`config.mk`:
```
export PLATFORM = sky130hd
export DESIGN_NAME = sopc_run_ctrl_flat
export DESIGN_NICKNAME = d
export VERILOG_FILES = /design/src/rtl/sopc_run_ctrl_if.sv /design/src/rtl/sopc_run_ctrl.sv /design/src/flat_wrapper.sv
export SDC_FILE = /design/constraint.sdc
export NUM_CORES = 1
export LEC_CHECK = 0
export ABC_CLOCK_PERIOD_IN_PS = 3300
export CAP_MARGIN = 0
export CORE_MARGIN = 2
export CORE_UTILIZATION = 55
export CTS_CLUSTER_DIAMETER = 80
export CTS_CLUSTER_SIZE = 40
export DETAILED_ROUTE_END_ITERATION = 8
export PLACE_DENSITY = 0.84
export SLEW_MARGIN = 20
export SYNTH_ARGS = -nofsm -noshare
export SYNTH_HDL_FRONTEND = slang
export SYNTH_SLANG_ARGS = --single-unit
```
`constraint.sdc`:
```
create_clock -name clk -period 3.3 [get_ports clk]
set_input_delay 0.495 -clock clk [delete_from_list [all_inputs] [get_ports clk]]
set_output_delay 0.495 -clock clk [all_outputs]
set_load 0.02 [all_outputs]
```
`src/rtl/sopc_run_ctrl_if.sv`:
```
// Control/status bundle between the run controller and the SOPC it sequences.
// The controller side uses the master modport; the core/board side uses slave.
interface sopc_run_ctrl_if #(
    parameter int N_RST = 3,
    parameter int CNT_W = 16
);
    logic             soft_rst_i;
    logic             halt_i;
    logic [N_RST-1:0] rst_o;
    logic             running_o;
    logic             done_o;
    logic             timeout_o;
    logic [CNT_W-1:0] cycle_cnt_o;

    modport master (
        input  soft_rst_i, halt_i,
        output rst_o, running_o, done_o, timeout_o, cycle_cnt_o
    );

    modport slave (
        output soft_rst_i, halt_i,
        input  rst_o, running_o, done_o, timeout_o, cycle_cnt_o
    );
endinterface

```
`src/rtl/sopc_run_ctrl.sv`:
```
// Run controller: holds all reset domains, releases them one by one, then counts
// run cycles until the core halts or the cycle budget expires.
module sopc_run_ctrl #(
    parameter int N_RST          = 3,
    parameter int HOLD_CYCLES    = 10,
    parameter int STAGE_GAP      = 2,
    parameter int TIMEOUT_CYCLES = 300,
    parameter bit TIMEOUT_RST    = 1'b1,
    parameter int CNT_W          = 16
) (
    input logic             clk,
    input logic             rst,
    sopc_run_ctrl_if.master bus
);
    typedef enum logic [2:0] {
        S_HOLD,
        S_RELEASE,
        S_RUN,
        S_DONE,
        S_TOUT
    } state_t;

    state_t           state_q;
    logic [CNT_W-1:0] cnt_q;
    logic [CNT_W-1:0] cyc_q;
    logic [N_RST-1:0] rst_q;
    logic             running_q;
    logic             done_q;
    logic             timeout_q;

    // Domains release lowest bit first, so each release is a left shift of the mask.
    logic [N_RST-1:0] rst_shift_d;
    assign rst_shift_d = rst_q << 1;

    always_ff @(posedge clk) begin
        if (rst || bus.soft_rst_i) begin
            state_q   <= S_HOLD;
            cnt_q     <= '0;
            cyc_q     <= '0;
            rst_q     <= '1;
            running_q <= 1'b0;
            done_q    <= 1'b0;
            timeout_q <= 1'b0;
        end else begin
            case (state_q)
                S_HOLD: begin
                    if (cnt_q == CNT_W'(HOLD_CYCLES - 1)) begin
                        cnt_q <= '0;
                        rst_q <= rst_shift_d;
                        if (rst_shift_d == '0) begin
                            state_q   <= S_RUN;
                            running_q <= 1'b1;
                        end else begin
                            state_q <= S_RELEASE;
                        end
                    end else begin
                        cnt_q <= cnt_q + CNT_W'(1);
                    end
                end
                S_RELEASE: begin
                    if (cnt_q == CNT_W'(STAGE_GAP - 1)) begin
                        cnt_q <= '0;
                        rst_q <= rst_shift_d;
                        if (rst_shift_d == '0) begin
                            state_q   <= S_RUN;
                            running_q <= 1'b1;
                        end
                    end else begin
                        cnt_q <= cnt_q + CNT_W'(1);
                    end
                end
                S_RUN: begin
                    cyc_q <= cyc_q + CNT_W'(1);
                    // Halt takes precedence over budget expiry on the final cycle.
                    if (bus.halt_i) begin
                        state_q   <= S_DONE;
                        done_q    <= 1'b1;
                        running_q <= 1'b0;
                    end else if (cyc_q == CNT_W'(TIMEOUT_CYCLES - 1)) begin
                        state_q   <= S_TOUT;
                        timeout_q <= 1'b1;
                        running_q <= 1'b0;
                        if (TIMEOUT_RST) begin
                            rst_q <= '1;
                        end
                    end
                end
                S_DONE, S_TOUT: begin
                end
                default: begin
                    state_q <= S_HOLD;
                end
            endcase
        end
    end

    assign bus.rst_o       = rst_q;
    assign bus.running_o   = running_q;
    assign bus.done_o      = done_q;
    assign bus.timeout_o   = timeout_q;
    assign bus.cycle_cnt_o = cyc_q;
endmodule

```
`src/flat_wrapper.sv`:
```
// flat-port wrapper written by rule: the top's interface ports become plain ports
module sopc_run_ctrl_flat 
#(
    parameter int N_RST          = 3,
    parameter int HOLD_CYCLES    = 10,
    parameter int STAGE_GAP      = 2,
    parameter int TIMEOUT_CYCLES = 300,
    parameter bit TIMEOUT_RST    = 1'b1,
    parameter int CNT_W          = 16
)
  (clk, rst, bus_soft_rst_i, bus_halt_i, bus_rst_o, bus_running_o, bus_done_o, bus_timeout_o, bus_cycle_cnt_o);
  sopc_run_ctrl_if #(.N_RST(N_RST), .CNT_W(CNT_W)) bus_i ();
  input logic clk;
  input logic rst;
  input wire logic [$bits(bus_i.soft_rst_i)-1:0] bus_soft_rst_i;
  input wire logic [$bits(bus_i.halt_i)-1:0] bus_halt_i;
  output wire logic [$bits(bus_i.rst_o)-1:0] bus_rst_o;
  output wire logic [$bits(bus_i.running_o)-1:0] bus_running_o;
  output wire logic [$bits(bus_i.done_o)-1:0] bus_done_o;
  output wire logic [$bits(bus_i.timeout_o)-1:0] bus_timeout_o;
  output wire logic [$bits(bus_i.cycle_cnt_o)-1:0] bus_cycle_cnt_o;
  assign bus_i.soft_rst_i = bus_soft_rst_i;
  assign bus_i.halt_i = bus_halt_i;
  assign bus_rst_o = bus_i.rst_o;
  assign bus_running_o = bus_i.running_o;
  assign bus_done_o = bus_i.done_o;
  assign bus_timeout_o = bus_i.timeout_o;
  assign bus_cycle_cnt_o = bus_i.cycle_cnt_o;
  sopc_run_ctrl #(.N_RST(N_RST), .HOLD_CYCLES(HOLD_CYCLES), .STAGE_GAP(STAGE_GAP), .TIMEOUT_CYCLES(TIMEOUT_CYCLES), .TIMEOUT_RST(TIMEOUT_RST), .CNT_W(CNT_W)) u_core (.clk(clk), .rst(rst), .bus(bus_i));
endmodule
```
==> results.json <==
{
  "outcome": "finished, final reports clean",
  "clockBufferDepth": 2,
  "grt_max_degree": 28,
  "dieArea_mm2": 0.004000,
  "wl_per_cell_um": 12.40,
  "dr.pass1.iters": 4,
  "whs_path_depth": 2,
  "grt_pass1_wl_um": 6216,
  "design.portCount": 26,
  "syn2layout_area_growth_pct": 15.75,
  "synth-compound-area-share_pct": 5.638,
  "cap_violations": 0,
  "p_seq_share_pct": 64.6,
  "cp_data_arrival_time_ns": 2.33,
  "io_buffers": 25,
  "synth_seq_area_share_pct": 42.51,
  "hold_class": "flip-flop to flip-flop",
  "synth-simple-area-share_pct": 30.46,
  "start_util_pct": 57.40,
  "min_period_ns": 2.052,
  "fin_skew_ns": 0.009125,
  "finalSetupViolCount": 0,
  "slowest_delay_ns": 0.51,
  "p_comb_share_pct": 2.4,
  "drcViolationCount": 0,
  "slew_headroom_pct": 66.44,
  "crit_cells": 5,
  "routed_wl_um": 3622,
  "synthesis.nets": 230,
  "yosys_warnings": 0,
  "synth_enable_flop_cells": 0,
  "rsz0062_at_grt": "false",
  "drive_gt1_share_pct": 4.878,
  "nNetsFinal": 253,
  "syn_area_mm2": 0.001931,
  "max_freq_mhz": 487.3,
  "critical-path-top-delay-family": "simple AND/OR/NAND/NOR gates",
  "hold_buffers": 0,
  "antenna-diode-count": 0,
  "post-route-period-util_pct": 62.19,
  "fin_setup_tns_ns": 0,
  "die_w_um": 63.25,
  "path_cells": "nor3b_4 > and4_1 > nand3_4 > or3_1 > a21oi_1",
  "grt_antenna_before_repair": 0,
  "report.final.slew_viol_count": 0,
  "place.gp.congestion": 0.8213,
  "required_ns": 3.58,
  "grt_remaining_overflow": 0,
  "cts.clk_slew.worst_paths_ns": 0.12,
  "grt_pass1_vias": 1465,
  "cts-resized-gates": 0,
  "synth.area.mux_share_pct": 2.074,
  "cp.buffers_inverters": 0,
  "synthXorXnorAreaFrac_pct": 13.16,
  "core_area_mm2": 0.003363,
  "cts_tree": "yes",
  "reg2regPathDepth": 5,
  "power.density_mw_per_mm2": 344.5,
  "tightest_slew_ns": 0.5034,
  "drt_iter0_markers": 90,
  "pwr-share-clk_pct": 33.0,
  "worstSetupPathType": "flip-flop to flip-flop",
  "finalHoldViolations": 0,
  "numClockSinks": 41,
  "ys_types": 39,
  "cp-start-kind": "flip-flop",
  "power.internal_uw": 603.1,
  "htree_levels": 2,
  "netSwitchingFraction_pct": 21.66,
  "p_sw_uw": 166.8,
  "grt_use_total_pct": 19.51,
  "hpwl_um": 2611,
  "synth_fa_ha_area_share_pct": 1.944,
  "synth-seq-cells": 41,
  "critPathMaxFanout": 10,
  "rows": 21,
  "clk_latency_ns": 0.35,
  "synth_area_per_cell_um2": 8.657,
  "vias": 1598,
  "slowest_stage": "dfxtp_1",
  "fp.dieH_um": 63.25,
  "cts_inserted_buffers": 5,
  "post_cts_buffers": 0,
  "hold_ws_ns": 0.4787,
  "vias_per_cell": 5.473,
  "synth_top_family_by_area": "simple AND/OR/NAND/NOR gates",
  "async_flop_share_pct": 0,
  "ys.flop_type": "dfxtp_1",
  "ant_nets": 0,
  "end_kind": "flip-flop",
  "static-leakage-power_uw": 0.0007462,
  "syn_inst": 223,
  "cts_root_buf": "clkbuf_4",
  "worst_ir_drop_vdd_v": 0.0002742
}
## routing by layer
layer / vias to the layer above / GRT usage, % / part of all wire (%)
li1: 813 / - / -
met1: 748 / 23.56 / 47
met2: 32 / 32.85 / 47
met3: 5 / 5.536 / 4.1
met4: 0 / 7.609 / 1.6
met5: - / 0 / 0
## cells in the final DEF (no fill, tap or decap), drive strengths merged, types with 8 or more instances in the layout
cell type	count
clkdlybuf4s50	25
xor2	17
xnor2	12
nand4	9
nor2	44
nand3	8
a21oi	9
nand2	18
nor3	10
dfxtp	41
## final cells by class
class | instances | area (um2)
Fill cell | 291 | 1129
Timing Repair Buffer | 26 | 257.7
Sequential cell | 41 | 820.8
Clock buffer | 7 | 55.05
Inverter | 4 | 15.01
Multi-Input combinational cell | 168 | 1028
Tap cell | 46 | 57.56
## power by group through the flow
stage,combinational (uW),clock [uW],sequential (uW)
after global routing,20.6,279,498
after global placement,17.9,0,509
after detailed placement,18.6,0,509
after floorplan,12.1,0,508
after CTS,18.7,261,497
final,18.5,254,498
## cell usage after synthesis (4+ instances only)
master | count | area share, %
a21oi_1 | 9 | 2.3
and4_1 | 5 | 2.3
clkbuf_1 | 4 | 0.78
dfxtp_1 | 41 | 43
inv_1 | 4 | 0.78
mux2i_1 | 4 | 2.1
nand2_1 | 18 | 3.5
nand3_1 | 7 | 1.8
nand4_1 | 9 | 2.9
nor2_1 | 44 | 8.6
nor3_1 | 10 | 2.6
xnor2_1 | 12 | 5.4
xor2_1 | 17 | 7.7
## final timing paths
check | start | to | slack (ns)
worst max-delay path | u_core.state_q[1] | u_core.bus.cycle_cnt_o[15] | 1.25
worst min-delay path | u_core.bus.timeout_o | u_core.bus.timeout_o | 0.48
worst max register to register | u_core.state_q[1] | u_core.bus.cycle_cnt_o[15] | 1.25
worst min register to register | u_core.bus.timeout_o | u_core.bus.timeout_o | 0.48
## state kept, by name (all words and copies together) (netlist names)
signal                  cells
u_core.bus.running_o        1
u_core.bus.rst_o            3
u_core.bus.timeout_o        1
u_core.bus.cycle_cnt_o     16
u_core.state_q              3
u_core.cnt_q               16
u_core.bus.done_o           1
## logic make-up (layout without fill, tap and decap cells)
kind of cell	Yosys count	count (layout)
AOI/OAI and AO/OA	18	18
xor gates and xnor gates	29	29
adders and majority gates	3	3
buffers and inverters	14	37
DFF	41	41
muxes	4	4
and+or+nand+nor	114	114
## tightest hold or removal path: stages, from the launching register on
cell	delay, ns
dfxtp_1	0.34
nor2_1	0.04
nor2_1	0.07
## through the flow
| step | cells | power (uW) | utilization [%] | area (um2) | worst slack [ns] |
|---|---|---|---|---|---|
| 2_1_floorplan | 223 | 520.5 | - | 1931 | 1.520 |
| 4_1_cts | 292 | 776.7 | 66.44 | 2235 | 1.275 |
| 6_report | 292 | 769.8 | 66.44 | 2235 | 1.248 |
| 5_1_grt | 292 | 797.5 | 66.44 | 2235 | 1.112 |
| 3_3_place_gp | 285 | 526.6 | 64.81 | 2180 | 1.135 |
| 3_5_place_dp | 285 | 527.3 | 64.81 | 2180 | 1.081 |
No activity file was read; power rests on OpenSTA's default activity.
